### src/rtl/ifetch_unit.sv
// ifetch_unit: RV32I fetch stage. Owns the PC, fetches words over a req/ready
// handshake, holds each instruction for decode and discards fetches made stale by redirects.
`default_nettype none

module ifetch_unit #(
  parameter logic [31:0] RESET_PC = 32'h0000_0000,
  parameter logic [31:0] NOP_INST = 32'h0000_0013
) (
  input  logic        clk,
  input  logic        rst,
  output logic        imem_req,
  output logic [31:0] imem_addr,
  input  logic        imem_ready,
  input  logic [31:0] imem_rdata,
  input  logic        redirect_valid,
  input  logic [31:0] redirect_pc,
  input  logic        stall,
  output logic [31:0] inst,
  output logic [31:0] inst_pc,
  output logic        inst_valid,
  output logic [31:0] pc_plus4
);

  typedef enum logic [1:0] {
    IDLE    = 2'd0,
    FETCH   = 2'd1,
    DISCARD = 2'd2,
    VALID   = 2'd3
  } state_t;

  state_t      state, state_nxt;
  logic [31:0] fetch_addr, fetch_addr_nxt;
  logic [31:0] pending_pc, pending_pc_nxt;
  logic [31:0] inst_nxt, inst_pc_nxt;
  logic        inst_valid_nxt;
  logic [31:0] redirect_word;

  assign redirect_word = redirect_pc & 32'hFFFF_FFFC;

  // Request follows the state register only, so an async reset drops it at once.
  assign imem_req  = (state == FETCH) || (state == DISCARD);
  assign imem_addr = fetch_addr;
  assign pc_plus4  = inst_pc + 32'd4;

  always_ff @(posedge clk or posedge rst) begin
    if (rst) begin
      state      <= IDLE;
      fetch_addr <= RESET_PC;
      pending_pc <= RESET_PC;
      inst       <= NOP_INST;
      inst_pc    <= 32'd0;
      inst_valid <= 1'b0;
    end else begin
      state      <= state_nxt;
      fetch_addr <= fetch_addr_nxt;
      pending_pc <= pending_pc_nxt;
      inst       <= inst_nxt;
      inst_pc    <= inst_pc_nxt;
      inst_valid <= inst_valid_nxt;
    end
  end

  always_comb begin
    state_nxt      = state;
    fetch_addr_nxt = fetch_addr;
    pending_pc_nxt = pending_pc;
    inst_nxt       = inst;
    inst_pc_nxt    = inst_pc;
    inst_valid_nxt = inst_valid;

    case (state)
      IDLE: begin
        if (redirect_valid) fetch_addr_nxt = redirect_word;
        state_nxt = FETCH;
      end

      FETCH: begin
        if (imem_ready) begin
          if (redirect_valid) begin
            fetch_addr_nxt = redirect_word;
          end else begin
            inst_nxt       = imem_rdata;
            inst_pc_nxt    = fetch_addr;
            inst_valid_nxt = 1'b1;
            fetch_addr_nxt = fetch_addr + 32'd4;
            state_nxt      = VALID;
          end
        end else if (redirect_valid) begin
          // The outstanding request must stay stable; park the target until it completes.
          pending_pc_nxt = redirect_word;
          state_nxt      = DISCARD;
        end
      end

      DISCARD: begin
        if (redirect_valid) pending_pc_nxt = redirect_word;
        if (imem_ready) begin
          fetch_addr_nxt = redirect_valid ? redirect_word : pending_pc;
          state_nxt      = FETCH;
        end
      end

      VALID: begin
        if (redirect_valid) begin
          inst_valid_nxt = 1'b0;
          inst_nxt       = NOP_INST;
          fetch_addr_nxt = redirect_word;
          state_nxt      = FETCH;
        end else if (!stall) begin
          inst_valid_nxt = 1'b0;
          state_nxt      = FETCH;
        end
      end

      default: state_nxt = IDLE;
    endcase
  end

endmodule

`default_nettype wire

### config.mk
export PLATFORM = sky130hd
export DESIGN_NAME = ifetch_unit
export DESIGN_NICKNAME = d
export VERILOG_FILES = /design/src/rtl/ifetch_unit.sv
export SDC_FILE = /design/constraint.sdc
export NUM_CORES = 1
export LEC_CHECK = 0
export ABC_AREA = 1
export CORE_UTILIZATION = 35
export CTS_CLUSTER_DIAMETER = 150
export DETAILED_ROUTE_END_ITERATION = 8
export GPL_ROUTABILITY_DRIVEN = 0
export SYNTH_ARGS = -nofsm -noshare
export SYNTH_HDL_FRONTEND = slang
export SYNTH_SLANG_ARGS = --single-unit
### constraint.sdc
create_clock -name clk -period 4.7 [get_ports clk]
set_clock_uncertainty 0.15 [all_clocks]
set_input_delay 0.705 -clock clk [delete_from_list [all_inputs] [get_ports clk]]
set_output_delay 0.705 -clock clk [all_outputs]
set_load 0.03 [all_outputs]
==> results.ini, run 1 <==
[status]
outcome=finished, final reports clean

[global_route]
overflow=0
grt_use_met3=0.0455
grt_max_degree=91
use_met2=0.319
grt_pass1_wl_mm=35.3
grt_pass1_vias=6384
grt.busiest_layer=met2
antenna_found_initial=0
grt.total_usage=0.214
grt_use_met1=0.306

[sta]
fin_crit_ps=3720
worst_pin_slew_ps=979
fmax_mhz=269
setup_viol_count_final=0
relSlewSlack=0.347
final-max-slew-violation-count=0
hold_viol=0
setup_tns_ps=0
rsz0062_at_grt=false
layout_setup_ws_ps=982
fin_crit_sh=0.791

[cts]
clockBufferDepth=2
h-tree-depth=4
cts.sinks=131
post_cts_buffers=0
clk_latency_ps=430
tritoncts=built
numCtsBuffers=17
ctsResizeCount=0
clock-root-buffer=clkbuf_16
holdBufCountCts=0
path_clk_slew_ps=60

[layout]
antenna_cells=0
design_area_mm2=0.0101
layout.nets=1195
area_growth_pct=40.6
regArea_mm2=0.00328
multi_input_area_mm2=0.00343
fillers=1956
layout-drive-gt1-share=0.0644

[synth]
yosysMostFrequentCell=nand2_1
synth_top_cell_by_area=dfrtp_1
ys.flop_type=dfrtp_1
synth_top_area_frac=0.445
synth_area_leaders=dfrtp_1 (45%), nand2_1 (14%), o21ai_0 (5.7%)
synth_nets=1010
ys_ff_latch=131
ys_warn_count=0
post_synth_num_cell_types=37
ys_seq_area_frac=0.456
async_flop_share=1.00
post_synth.cell_area_avg_um2=7.68
synth_edf_count=0
synthesis.instances=936
synth_commonest_cells=nand2_1 (260), dfrtp_1 (128), nor2_1 (107)
syn_area_mm2=0.00719

[placed_design]
dp_hpwl_mm=16.3
dp_worst_setup_slack_ps=1410
postPlaceCellArea_mm2=0.00941
port_buffers=196

[drt]
drt-total-wl_mm=21.9
num_vias=6876
firstDrtPassIters=7
ant_nets=0
routedWlPerCell_um=15.6
drc=0
drtIter0Drc=472
avgViaCountPerCell=4.90

[setup_path]
crit_path_start_kind=flop
required_ps=3850
crit_arrival_ps=2860
cp_max_fo=4
worst_setup_path_end_kind=output port
worstSetupPathType=flop to output port

[power]
seqPwrFrac=0.276
p_comb_frac=0.523
leakage_nw=4.42
power_density_mw_per_mm2=784
switching_power_w=0.00365
pwr-share-clk=0.200
netSwitchingFraction=0.461
power.internal_w=0.00428
power_w=0.00793
ir_worst_vdd_v=0.000301

[floorplanning]
rows=52
ios=199
die_h_um=145
core_mm2=0.0202
dieArea_mm2=0.0211
fp.dieW_um=145
start_util=0.357

[min_path]
hold_path_class=flop to flop

[run]
cap_viol_max_count=0

logic make-up after synthesis:
logic type               synth area share
AND/OR/NAND/NOR                     0.252
AO/OA/AOI/OAI                       0.167
flip-flops                          0.456
buffers and inverters              0.0699
XOR/XNOR                           0.0463
adder cells (fa/ha/maj)           0.00870
routing by layer:
metal,part of all wire,wire [um]
met1,0.49,10700
met2,0.44,9730
met3,0.045,981
met4,0.023,500
met5,0,0
critical path, stage by stage, from the launching register on:
cell and delay [ps]:
dfrtp_1 410, ha_1 220, nand3_2 120, inv_1 120, nand3_1 190, nor2_2 240, nand3_1 140, nor2_1 140
xor2_1 180, clkdlybuf4s50_1 690
area by class of cell:
| cell class | count | area share |
|---|---|---|
| Tap cell | 270 | 0.0334 |
| Multi-Input combinational cell | 683 | 0.339 |
| Timing Repair Buffer | 207 | 0.203 |
| Clock buffer | 17 | 0.0421 |
| Sequential cell | 131 | 0.324 |
| Clock inverter | 15 | 0.0275 |
| Inverter | 81 | 0.0306 |
registers in the layout, indices dropped and copies added (netlist names):
| register | cells |
|---|---|
| state | 2 |
| inst_valid | 1 |
| pending_pc | 32 |
| inst_pc | 32 |
| inst | 32 |
| imem_addr | 32 |
placed cells by master (no fill, tap or decap), drive strengths merged:
| master | count |
|---|---|
| ha | 5 |
| dfstp | 3 |
| a21boi | 10 |
| clkdlybuf4s50 | 196 |
| clkinv | 3 |
| nand3 | 38 |
| a22oi | 1 |
| o22ai | 1 |
| a21oi | 52 |
| a41oi | 1 |
| nor3 | 11 |
| dfrtp | 128 |
| clkbuf | 17 |
| xnor2 | 12 |
| nor3b | 1 |
| a211oi | 8 |
| clkinvlp | 2 |
| xor2 | 26 |
| nor2 | 119 |
| bufinv | 7 |
| o22a | 3 |
| a22o | 32 |
| o21ai | 87 |
| inv | 84 |
| a31oi | 3 |
| nand2 | 262 |
| nand4 | 10 |
| buf | 11 |
| a32oi | 1 |
power by group through the flow:
stage | registers (W) | clock network, W | logic, W
2_1_floorplan | 0.00279 | 0 | 0.00185
3_3_place_gp | 0.00220 | 0 | 0.00412
3_5_place_dp | 0.00221 | 0 | 0.00416
4_1_cts | 0.00219 | 0.00161 | 0.00417
5_1_grt | 0.00228 | 0.00166 | 0.00449
6_report | 0.00219 | 0.00159 | 0.00415
worst paths after layout:
path                       startpoint        endpoint  slack [ps]  cells after the start
min                        inst_valid      inst_valid         320                      2
max in group asynchronous         rst  pending_pc[22]        3000                      3
max                        inst_pc[2]    pc_plus4[22]         980                      9
min reg2reg                inst_valid      inst_valid         320                      2
min in group asynchronous         rst      inst_pc[3]         660                      2
max reg2reg                  state[1]  pending_pc[12]        1760                      8
stage by stage:
step           utilization  cells  hold slack [ps]
3_3_place_gp         0.467   1372              307
5_1_grt              0.501   1404              358
3_5_place_dp         0.467   1372              309
4_1_cts              0.501   1404              324
2_1_floorplan            -    936              336
6_report             0.501   1404              320
Note: power is estimated with default switching activity, not from simulation.
==> inputs of run 2 (changes only) <==
==> constraint.sdc (replaced) <==
create_clock -name clk -period 3.9 [get_ports clk]
set_clock_uncertainty 0.15 [all_clocks]
set_input_delay 0.585 -clock clk [delete_from_list [all_inputs] [get_ports clk]]
set_output_delay 0.585 -clock clk [all_outputs]
set_load 0.03 [all_outputs]
==> results.ini, run 2 (synthesis results as in run 1) <==
[cts]
clockBufferDepth=2
clock-root-buffer=clkbuf_16
clk_latency_ps=430
cts.sinks=131
numCtsBuffers=17
holdBufCountCts=0
post_cts_buffers=0
tritoncts=built
path_clk_slew_ps=60
h-tree-depth=4
ctsResizeCount=0

[setup_path]
cp_max_fo=4
worst_setup_path_end_kind=output port
crit_path_start_kind=flop
worstSetupPathType=flop to output port
crit_arrival_ps=2740
required_ps=3160

[floorplanning]
core_mm2=0.0202
die_h_um=145
rows=52
fp.dieW_um=145
ios=199
dieArea_mm2=0.0211
start_util=0.357

[layout]
layout_common_cells=nand2_1 (260), clkdlybuf4s50_1 (196), dfrtp_1 (128), nor2_1 (106), o21ai_0 (80)
layout.nets=1200
layout-drive-gt1-share=0.0685
design_area_mm2=0.0101
final_util=0.502
antenna_cells=0
regArea_mm2=0.00328
layout_commonest_cell=nand2_1
multi_input_area_mm2=0.00343
fillers=1976
area_growth_pct=40.6

[status]
outcome=finished, final reports clean

[power]
power_density_mw_per_mm2=935
ir_worst_vdd_v=0.000432
leakage_nw=4.43

[global_route]
grt_max_degree=49
antenna_found_initial=0
grt_pass1_wl_mm=35.8
grt.total_usage=0.217
overflow=0
grt_pass1_vias=6496

[drt]
firstDrtPassIters=5
drt-total-wl_mm=22.2
num_vias=6899
drc=0
routedWlPerCell_um=15.8
drtIter0Drc=506
avgViaCountPerCell=4.90
ant_nets=0

[sta]
setup_tns_ps=0
fmax_mhz=288
final-max-slew-violation-count=0
worst_pin_slew_ps=1090
setup_viol_count_final=0
hold_viol=0
relSlewSlack=0.274
fin_crit_ps=3470
rsz0062_at_grt=false
fin_crit_sh=0.891

[placed_design]
dp_hpwl_mm=16.7
postPlaceCellArea_mm2=0.00945
port_buffers=196

[run]
cap_viol_max_count=0

[min_path]
hold_path_class=flop to flop

==> run 2: cell types whose count changed in the layout (fill, tap and decap cells not counted), moves of 2 or more <==
cell	change
clkbuf_8	+3
bufinv_16	-2
buf_4	+5
inv_6	-3
clkinv_2	+2
==> run 2: final cells by class <==
class                   count  share of cell area
multi-input cells         683               0.339
flip-flops and latches    131               0.324
repair buffers            212               0.207
clock buffers              20              0.0461
well taps                 270              0.0334
inverters                  81              0.0304
clock inverters            12              0.0199
==> run 2: through the flow <==
stage,cells,setup WS (ps),power [W],hold slack [ps]
6_report,1409,426,0.00946,336
5_1_grt,1409,149,0.0101,364
4_1_cts,1409,392,0.00953,339
3_5_place_dp,1377,854,0.00768,316
3_3_place_gp,1377,856,0.00762,308
2_1_floorplan,936,1120,0.00560,336
==> run 2: where the power goes <==
group | switching, W | internal [W]
registers | 0.000674 | 0.00198
logic | 0.00309 | 0.00191
clock network | 0.000615 | 0.00119
total | 0.00438 | 0.00508
==> run 2: critical path, stage by stage, from the launching register on <==
cell and delay (ps):
dfrtp_1 400, ha_1 220, nand3_2 110, inv_1 110, nand3_1 150, nor2_2 220, nand3_1 140, nor2_1 150
xor2_1 150, clkdlybuf4s50_1 680
==> run 2: layer usage <==
metal / GRT usage / up-vias / share of wire
met4: 0.0753 / 0 / 0.020
met3: 0.0342 / 28 / 0.050
li1: - / 3450 / -
met1: 0.309 / 3208 / 0.47
met5: 0 / - / 0
met2: 0.336 / 213 / 0.46
==> run 2: final timing paths <==
path | start | endpoint | slack (ps) | cells past startpoint
max | inst_pc[3] | pc_plus4[22] | 430 | 9
min | inst_valid | inst_valid | 340 | 2
max reg2reg | state[1] | pending_pc[30] | 1300 | 7
min reg2reg | inst_valid | inst_valid | 340 | 2
max in group asynchronous | rst | inst_pc[0] | 2220 | 3
min in group asynchronous | rst | imem_addr[31] | 560 | 2
==> inputs of run 3 (changes only) <==
--- a/config.mk
+++ b/config.mk
@@ -6,10 +6,12 @@
 export NUM_CORES = 1
 export LEC_CHECK = 0
 export ABC_AREA = 1
+export ABC_CLOCK_PERIOD_IN_PS = 3900
 export CORE_UTILIZATION = 35
 export CTS_CLUSTER_DIAMETER = 150
 export DETAILED_ROUTE_END_ITERATION = 8
 export GPL_ROUTABILITY_DRIVEN = 0
+export SLEW_MARGIN = 20
 export SYNTH_ARGS = -nofsm -noshare
 export SYNTH_HDL_FRONTEND = slang
 export SYNTH_SLANG_ARGS = --single-unit
==> results.ini, run 3 (synthesis results as in run 1) <==
[global_route]
overflow=0
grt.total_usage=0.217
grt_pass1_vias=6496
grt_max_degree=49
antenna_found_initial=0
grt_pass1_wl_mm=35.8

[sta]
setup_viol_count_final=0
hold_viol=0
worst_pin_slew_ps=938
setup_tns_ps=0
fin_crit_ps=3470
final-max-slew-violation-count=0
fmax_mhz=288
layout_setup_ws_ps=427
rsz0062_at_grt=false
relSlewSlack=0.373
hold_ws_ps=336
fin_crit_sh=0.891

[setup_path]
crit_chain=ha_1 > nand3_2 > inv_1 > nand3_1 > nor2_2 > nand3_1 > nor2_1 > xor2_1 > clkdlybuf4s50_1
crit_arrival_ps=2740
cp_top_family=buffers and inverters
crit_top_cell=nand3_1
cp_max_fo=4
slowest_delay_ps=680
rr_startpoint=state[1]
worstSetupPathType=flop to output port
required_ps=3160
cp.depth=9
slowest_stage=clkdlybuf4s50_1
critPathBufInv=2
crit_path_start_kind=flop
worst_setup_path_end_kind=output port
rr_worst_depth=10
crit_path_end=pc_plus4[22]
r2r_slack_ps=1400
r2r-end=state[0]
cp-startpoint=inst_pc[3]

[placed_design]
port_buffers=196
dp_worst_setup_slack_ps=854
dp_hpwl_mm=16.7
numPlacedInstances=1377

[layout]
layout_commonest_cell=nand2_1
final_cells=1410
area_growth_pct=41.0
layout_common_cells=nand2_1 (260), clkdlybuf4s50_1 (196), dfrtp_1 (128), nor2_1 (106), o21ai_0 (80)
layout.nets=1201
layout-drive-gt1-share=0.0693
fillers=1975
antenna_cells=0
final_util=0.503

[floorplanning]
ios=199
start_util=0.357
dieArea_mm2=0.0211
core_mm2=0.0202
rows=52
fp.dieW_um=145
die_h_um=145

[cts]
cts.sinks=131
h-tree-depth=4
tritoncts=built
numCtsBuffers=17
ctsResizeCount=0
clockBufferDepth=2
path_clk_slew_ps=60
holdBufCountCts=0
clock-root-buffer=clkbuf_16
clk_latency_ps=420
post_cts_buffers=0

[power]
leakage_nw=4.44
p_comb_frac=0.530
ir_worst_vdd_v=0.000414
power_density_mw_per_mm2=936
netSwitchingFraction=0.462
pwr-share-clk=0.190
switching_power_w=0.00438
power.internal_w=0.00511
seqPwrFrac=0.280

[run]
cap_viol_max_count=0

[drt]
avgViaCountPerCell=4.86
num_vias=6856
drt-total-wl_mm=22.3
firstDrtPassIters=5
routedWlPerCell_um=15.8
ant_nets=0
drtIter0Drc=488
drc=0

[status]
outcome=finished, final reports clean

[min_path]
min_from=inst_valid
hold_path_class=flop to flop

==> run 3: layer usage <==
| metal | track usage | up-vias | share of wire |
|---|---|---|---|
| li1 | - | 3445 | - |
| met1 | 0.309 | 3188 | 0.47 |
| met2 | 0.336 | 194 | 0.46 |
| met3 | 0.0342 | 29 | 0.046 |
| met4 | 0.0753 | 0 | 0.020 |
| met5 | 0 | - | 0 |
==> run 3: worst reg2reg max path, stage by stage (launching register included) <==
cell	delay, ps
dfrtp_1	400
inv_1	80
ha_1	360
inv_2	160
nor2_8	120
buf_4	360
inv_1	220
o21ai_0	240
nor2_1	110
o21ai_0	90
o21ai_0	110
==> run 3: layout make-up <==
type                            instances  area, um^2  share of cell area
Multi-Input combinational cell        683        3430               0.338
Sequential cell                       131        3280               0.324
Timing Repair Buffer                  213        2120               0.209
Clock buffer                           20         467              0.0460
Tap cell                              270         338              0.0333
Inverter                               81         308              0.0303
Clock inverter                         12         201              0.0199
==> run 3: worst min-delay path by stage <==
stage,end,slack (ps),cells after the start
floorplan,imem_addr[0],340,2
global placement,inst_valid,310,2
detailed placement,inst_valid,320,2
CTS,inst_valid,340,2
global route,inst[13],360,1
finish,inst_valid,340,2
==> run 3: stage by stage <==
step | total power [W] | instance area [um^2]
finish | 0.00949 | 10100
global route | 0.0101 | 10100
CTS | 0.00953 | 10100
detailed placement | 0.00768 | 9450
global placement | 0.00762 | 9450
floorplan | 0.00560 | 7200
==> run 3: power by group through the flow <==
stage	registers (W)	clock network [W]	logic (W)
final	0.00266	0.00180	0.00503
after global routing	0.00276	0.00190	0.00545
after CTS	0.00265	0.00184	0.00503
after detailed placement	0.00267	0	0.00502
after global placement	0.00265	0	0.00497
after floorplan	0.00337	0	0.00223
